File: src/rtl/vec_mem_responder.sv
// vec_mem_responder: serialises scalar/vector load-store requests into byte beats on an 8-bit sync RAM
//   clk, reset (sync, active-high)
//   req_valid/req_ready/req_write/req_vector/req_addr/req_wdata : request handshake
//   resp_valid/resp_ready/resp_rdata                             : response handshake
//   busy                                                         : high whenever not IDLE
//   ram_addr/ram_wdata/ram_wren/ram_q                            : single-port RAM, 1-cycle read latency
//   optional VEC_WRAP_CHECK_EN adds resp_error and rejects vector accesses that wrap
module vec_mem_responder #(
  parameter int ADDR_W = 16,
  parameter int LANES  = 16,
  parameter int LANE_W = 8
) (
  input  logic                      clk,
  input  logic                      reset,
  input  logic                      req_valid,
  output logic                      req_ready,
  input  logic                      req_write,
  input  logic                      req_vector,
  input  logic [ADDR_W-1:0]         req_addr,
  input  logic [LANES*LANE_W-1:0]   req_wdata,
  output logic                      resp_valid,
  input  logic                      resp_ready,
  output logic [LANES*LANE_W-1:0]   resp_rdata,
  output logic                      busy,
  output logic [ADDR_W-1:0]         ram_addr,
  output logic [LANE_W-1:0]         ram_wdata,
  output logic                      ram_wren,
  input  logic [LANE_W-1:0]         ram_q
`ifdef VEC_WRAP_CHECK_EN
  ,
  output logic                      resp_error
`endif
);
  localparam int BW = $clog2(LANES);
  typedef enum logic [2:0] {IDLE, WR_BURST, RD_BURST, RD_DRAIN, DONE} state_t;
  state_t                    r_state, w_next;
  logic [BW-1:0]             r_beat, w_last, w_cap;
  logic [ADDR_W-1:0]         r_base;
  logic                      r_write, r_vector, r_err;
  logic [LANES*LANE_W-1:0]   r_wbuf, r_rbuf;
  logic                      w_accept, w_wrap_err;
  assign w_accept = req_valid && req_ready;
  assign w_last   = r_vector ? BW'(LANES - 1) : '0;
  // read data arrives one beat late, so beat b captures lane b-1 and the drain cycle the last lane
  assign w_cap    = (r_state == RD_DRAIN) ? w_last : r_beat - BW'(1);
`ifdef VEC_WRAP_CHECK_EN
  logic [ADDR_W:0] w_end;
  assign w_end      = {1'b0, req_addr} + (ADDR_W+1)'(LANES - 1);
  assign w_wrap_err = req_vector && w_end[ADDR_W];
  assign resp_error = resp_valid && r_err;
`else
  assign w_wrap_err = 1'b0;
`endif
  assign ram_addr   = r_base + ADDR_W'(r_beat);
  assign ram_wdata  = ram_wren ? r_wbuf[r_beat*LANE_W +: LANE_W] : '0;
  assign resp_rdata = (resp_valid && !r_write && !r_err) ? r_rbuf : '0;
  always_comb begin
    w_next     = r_state;
    req_ready  = 1'b0;
    resp_valid = 1'b0;
    busy       = 1'b1;
    ram_wren   = 1'b0;
    unique case (r_state)
      IDLE: begin
        req_ready = 1'b1;
        busy      = 1'b0;
        if (req_valid) w_next = w_wrap_err ? DONE : req_write ? WR_BURST : RD_BURST;
      end
      WR_BURST: begin
        ram_wren = 1'b1;
        if (r_beat == w_last) w_next = DONE;
      end
      RD_BURST: if (r_beat == w_last) w_next = RD_DRAIN;
      RD_DRAIN: w_next = DONE;
      DONE: begin
        resp_valid = 1'b1;
        if (resp_ready) w_next = IDLE;
      end
      default: w_next = IDLE;
    endcase
  end
  always_ff @(posedge clk) r_state <= reset ? IDLE : w_next;
  always_ff @(posedge clk) begin
    if (reset) begin
      r_beat   <= '0;
      r_base   <= '0;
      r_write  <= 1'b0;
      r_vector <= 1'b0;
      r_err    <= 1'b0;
      r_wbuf   <= '0;
      r_rbuf   <= '0;
    end else begin
      if (w_accept) begin
        r_beat   <= '0;
        r_base   <= req_addr;
        r_write  <= req_write;
        r_vector <= req_vector;
        r_err    <= w_wrap_err;
        r_wbuf   <= req_wdata;
        r_rbuf   <= '0;
      end
      if ((r_state == WR_BURST || r_state == RD_BURST) && r_beat != w_last) r_beat <= r_beat + BW'(1);
      if ((r_state == RD_BURST && r_beat != '0) || r_state == RD_DRAIN) r_rbuf[w_cap*LANE_W +: LANE_W] <= ram_q;
    end
  end
endmodule

File: config.mk
export PLATFORM = sky130hd
export DESIGN_NAME = vec_mem_responder
export DESIGN_NICKNAME = d
export VERILOG_FILES = /design/src/rtl/vec_mem_responder.sv
export SDC_FILE = /design/constraint.sdc
export NUM_CORES = 1
export LEC_CHECK = 0
export BUFFER_PORTS_ARGS = -buffer_cell sky130_fd_sc_hd__buf_2
export CAP_MARGIN = 20
export CORE_MARGIN = 10
export CORE_UTILIZATION = 35
export CTS_BUF_LIST = sky130_fd_sc_hd__clkbuf_4
export CTS_CLUSTER_DIAMETER = 50
export DETAILED_ROUTE_END_ITERATION = 16
export PLACE_DENSITY = 0.58
export SYNTH_ARGS = -nofsm -noshare
export SYNTH_HDL_FRONTEND = slang
export SYNTH_SLANG_ARGS = --single-unit
File: constraint.sdc
create_clock -name clk -period 4.09 [get_ports clk]
set_clock_uncertainty 0.1 [all_clocks]
set_input_delay 0.6135 -clock clk [delete_from_list [all_inputs] [get_ports clk]]
set_output_delay 0.6135 -clock clk [all_outputs]
set_load 0.02 [all_outputs]
---- Word level (Yosys, flattened, before mapping) ----
Index checks and enable logic that the tools add are counted.
word-level totals
  register bits ........................... 281
  word-level logic and storage cells ...... 55
cells by class
  $add $sub $neg .......................... 4
  equal/unequal tests ..................... 10
  shifts and indexed selects .............. 3
  mux-type cells .......................... 20
  reduce and logical (&&, ||, !) cells .... 11
operators with widths
  kind                                                     number
  2-to-1 mux 128 bit                                       4
  bitwise mux 128 bit                                      1
  variable shift 8 x 34 -> 128 bit (first input constant)  1
  variable part select 128 x 8 -> 8 bit                    1
  variable part select 8 x 34 -> 128 bit                   1
  negator 7 -> 34 bit                                      1
  adder 16 x 4 -> 16 bit                                   1
  2-to-1 mux 4 bit                                         4
  one-hot mux 3 bit (5 select lines)                       1
  2-to-1 mux 3 bit                                         4
  2-to-1 mux 8 bit                                         1
  != test 2 bit (second input constant)                    4
  equality test 3 x 2 -> 1 bit (second input constant)     2
  adder 4 x 1 -> 4 bit (second input constant)             1
  equality test 4 bit                                      1
  logical AND 1 bit                                        4
  2-to-1 mux 1 bit                                         4
  != test 4 bit                                            1
  AND reduction 4 bit                                      1
  nonzero test 4 bit                                       1
  subtractor 4 x 1 -> 4 bit (second input constant)        1
  equality test 3 x 1 -> 1 bit (second input constant)     1
  equality test 3 bit (second input constant)              1
  zero test 3 bit                                          1
  other kinds (4)                                          5

---- Logic depth before layout (Yosys ltp) ----
  word-level depth ........................ 7
  mapped depth ............................ 14
  depth with buffers taken out ............ 10

---- Worst setup path after synthesis ----
No wires, ideal clock.
  path kind ............................... reg-to-reg
  from .................................... register r_beat[1]
  to ...................................... register r_rbuf[56]
  setup time .............................. 72 ps
  arrival ................................. 3295 ps
  path slack .............................. 623 ps
  stages on the path, launching flop included .. 14
  buffers on the path ..................... 3
  clock period less this slack ............ 3467 ps
  path through ............................ dfxtp_1 > buf_6 > clkbuf_1 > inv_1 > ha_1 > xnor2_2 > and2_1 > buf_6 > a31o_2 > ha_1 > nor3b_4 > nand2_1 > nor2_4 > mux2i_1
on the way
  longest elaborated chain between the ends .. 6
  elaborated cells on any way between the ends .. 10
ends and longest elaborated chain
  element                                                                                            RTL line  RTL
  from (decl)                                                                                        37        logic [BW-1:0] r_beat, w_last, w_cap;
  from (signal assigned)                                                                             102       if ((r_state == WR_BURST || r_state == RD_BURST) && r_beat != w_last) r_beat <= r_beat + BW'(1);
  subtractor 4 x 1 -> 4 bit                                                                          45        assign w_cap = (r_state == RD_DRAIN) ? w_last : r_beat - BW'(1);
  2-to-1 mux 4 bit                                                                                   45
  negator 7 -> 34 bit                                                                                103       if ((r_state == RD_BURST && r_beat != '0) || r_state == RD_DRAIN) r_rbuf[w_cap*LANE_W +: LANE_W] <= ram_q;
  variable part select 8 x 34 -> 128 bit / variable shift 8 x 34 -> 128 bit (equally long branches)  103
  bitwise mux 128 bit                                                                                103
  2-to-1 mux 128 bit (*)                                                                             103
  to (signal, indexed assignment)                                                                    103
  to (decl)                                                                                          40        logic [LANES*LANE_W-1:0] r_wbuf, r_rbuf;
Every way passes the cells marked *; elsewhere a longest branch is shown, timed or not.
A chain may end at the register's enable or synchronous reset.

---- Worst setup path in the final report ----
  from .................................... register r_beat[0]
  to ...................................... output ram_wdata[2]
on the way
  longest elaborated chain between the ends .. 2
ends and longest elaborated chain
  element                                RTL line  RTL
  variable part select 128 x 8 -> 8 bit  55        assign ram_wdata = ram_wren ? r_wbuf[r_beat*LANE_W +: LANE_W] : '0;
  2-to-1 mux 8 bit                       55
  to (decl)                              26        output logic [LANE_W-1:0] ram_wdata,
Every way passes these cells.

==> flow_summary.toml <==
[synthesis]
yosys_register_bits = 281
avgSynthCellArea_um2 = 8.798
synth.cell_area_um2 = 12950
synth-edff-count = 0
netlist_instances = 1472
synth_top_area_cell = "dfxtp_1"
synth_seq_area_share_pct = 43.44
synth_ff_type = "dfxtp_1"
synth_area_leaders = "dfxtp_1 43%, nand2_1 13%, mux2i_1 8.7%"
synth.distinct_cells = 64
syn-num-nets = 1642
synth_top_area_share_pct = 43.44
async_flop_share_pct = 0
synth_warnings = 0

[global_route]
antenna_found_initial = 5
grt_pass1_wl_um = 66600
grt_pass1_vias = 12110
grt_max_degree = 90
grt-ovfl-total = 0
grt_usage_pct = 18.48

[setup_path]
cpMostUsedCell = "mux4_2"
r2r-end = "r_rbuf[6]$_SDFF_PP0_"
critPathLaunchType = "register"
slowest_stage = "mux4_2"
slowest_delay_ps = 630
path_class = "register to output port"
cp-end-kind = "output port"
r2r-start = "r_beat[0]$_SDFFE_PP0P_"
cp.required_ps = 3380
ff2ff_path_depth = 10
crit_path_start = "r_beat[0]$_SDFFE_PP0P_"
r2r_setup_slack_ps = 440
cp_data_arrival_time_ps = 3120
cp-endpoint = "ram_wdata[2]"
path_cells = "buf_6 > mux4_2 > mux4_2 > nor2b_1 > buf_2"
crit_fanout = 32

[timing]
fin_setup_tns_ps = 0
timing.hold.ws_ps = 84.63
slew_viol_final = 0
period_needed_ps = 3829
setup_violations = 0
worst_slew_pin_slew_ps = 1006
finalHoldViolations = 0
fin_ws_ps = 260.6
finalCritPeriodShare_pct = 93.63
max_freq_mhz = 261.1
slew_headroom_pct = 32.93
rsz0062_at_grt = "no"

[cts]
clock_sinks = 281
path_clk_slew_ps = 60
clk_latency_ps = 720
cts_root_buf = "clkbuf_4"
cts_tree = "yes"
cts_buffer_depth = 3
post_cts_buffers = 0
cts_buffers = 80
h-tree-depth = 3

[place]
dp_hpwl_um = 29320
place.gp.congestion = 0.8235
place_ws_ps = 504.2
io_buffers = 313

[die]
die-width_um = 212.4
die-area_um2 = 45090
fp-row-count = 70
start_util_pct = 35.46
core_area_um2 = 36520
die_y_um = 212.4
io_pins = 314

[pwr]
clock_power_share_pct = 35.9
cellPowerDensity_nw_per_um2 = 407.4
intPower_mw = 4.822
seq_power_share_pct = 43.5
vdd_drop_max_mv = 0.3021
pwr-share-comb_pct = 20.6
power_switching_mw = 2.194
power.leakage_nw = 7.514
swShare_pct = 31.27

[routing]
dr.pass1.iters = 5
via_count = 11920
detail_route.vias_per_cell = 4.882
postRouteAntennaNets = 0
first_iter_violations = 741
drt-total-wl_um = 42900
drcViolationCount = 0
wl_per_cell_um = 17.57

[status]
status = "completed"

[finish]
finalCoreUtilization_pct = 47.16
area.growth.synth_to_final_pct = 33.00
drive_gt1_share_pct = 27.06
seqCellArea_um2 = 5628
multiInputGateArea_um2 = 6802
num-fill-cells = 3498
final_cell_mix = "450 x nand2_1, 312 x buf_2, 279 x dfxtp_1"
nets = 2093
final_common_cell = "nand2_1"

[job]
maxCapViolations = 0

[min_path]
worstHoldPathType = "input port to register"
## worst max-delay path: cells and delay by family (launching register included)
family,cells,cell delay [ps]
muxes,2,1100
DFF,1,450
and+or+nand+nor,1,160
buffers and inverters,2,650
## timing repair
| item | 4_1_cts | 5_1_grt |
|---|---|---|
| cloned | 0 | 1 |
| hold buffers | 144 | 0 |
| hold endpoints to repair | 144 | 0 |
| setup endpoints to repair | 8 | 11 |
| resized for setup | 1 | 0 |
| pin swaps | 0 | 1 |
## power by group through the flow
stage	combinational, mW	sequential, mW	clock [mW]
4_1_cts	1.44	3.05	2.61
6_report	1.44	3.05	2.52
5_1_grt	1.59	3.07	2.76
2_1_floorplan	0.969	3.06	0
3_3_place_gp	1.32	3.10	0
3_5_place_dp	1.33	3.11	0
## area by class of cell
class                      count  share of cell area, %
clock inverter                12                 0.4722
antenna                        4                0.05812
clock buffer                 117                  5.100
tap                          468                  3.400
sequential                   281                  32.68
multi-input combinational   1069                  39.49
inverter                      16                 0.3487
timing repair buffer         475                  18.45
## synth_stat cells (4+ instances only)
master / n
nand4_1: 19
buf_4: 10
mux2i_1: 112
nand3_1: 11
mux4_2: 40
nor2_1: 8
clkbuf_1: 67
nand2_1: 451
dfxtp_1: 281
buf_2: 23
ha_1: 11
xnor2_1: 17
a21oi_1: 169
inv_1: 15
nor2b_1: 11
nor3_1: 4
nand3_2: 5
o211ai_1: 16
nand2b_1: 6
and2_1: 135
## how the worst min path moves through the flow
stage	from	endpoint	slack, ps	cells after the start
floorplan	r_rbuf[104]$_SDFF_PP0_	r_rbuf[104]$_SDFF_PP0_	330	2
global placement	r_wbuf[100]$_SDFFE_PP0P_	r_wbuf[100]$_SDFFE_PP0P_	340	2
detailed placement	r_wbuf[17]$_SDFFE_PP0P_	r_wbuf[17]$_SDFFE_PP0P_	340	2
CTS	req_wdata[29]	r_wbuf[29]$_SDFFE_PP0P_	0.8	3
global route	req_wdata[29]	r_wbuf[29]$_SDFFE_PP0P_	5	3
finish	req_wdata[29]	r_wbuf[29]$_SDFFE_PP0P_	80	3
## routing by layer
metal / wire (um) / global-route usage, %
met5: 7 / 0
met4: 1314 / 7.435
met3: 3095 / 5.316
met2: 20360 / 30.19
met1: 18120 / 22.46
## sequential cells by signal, indices dropped and copies added (netlist names)
name / count
r_write: 1
r_wbuf: 128
r_base: 16
r_rbuf: 128
r_vector: 1
r_state: 3
r_beat: 4
## per-stage QoR
stage | cells | instance area (um^2) | power [mW]
final | 2442 | 17220 | 7.016
after global routing | 2442 | 17220 | 7.424
after CTS | 2437 | 17210 | 7.097
after detailed placement | 2164 | 14800 | 4.440
after global placement | 2164 | 14800 | 4.418
after floorplan | 1472 | 12950 | 4.031
## cell families (layout without fill, tap and decap cells)
group                      Yosys count  in the layout  synth area share [%]
other                                0              4                     0
muxes                              153            153                 15.70
AOI/OAI and AO/OA                  204            204                 8.986
xor gates and xnor gates            22             22                 1.749
and+or+nand+nor                    677            678                 24.65
DFF                                281            281                 43.44
buffers and inverters              123            620                 4.261
adders and majority gates           12             12                 1.217
Note: power is estimated with default switching activity, not from simulation.
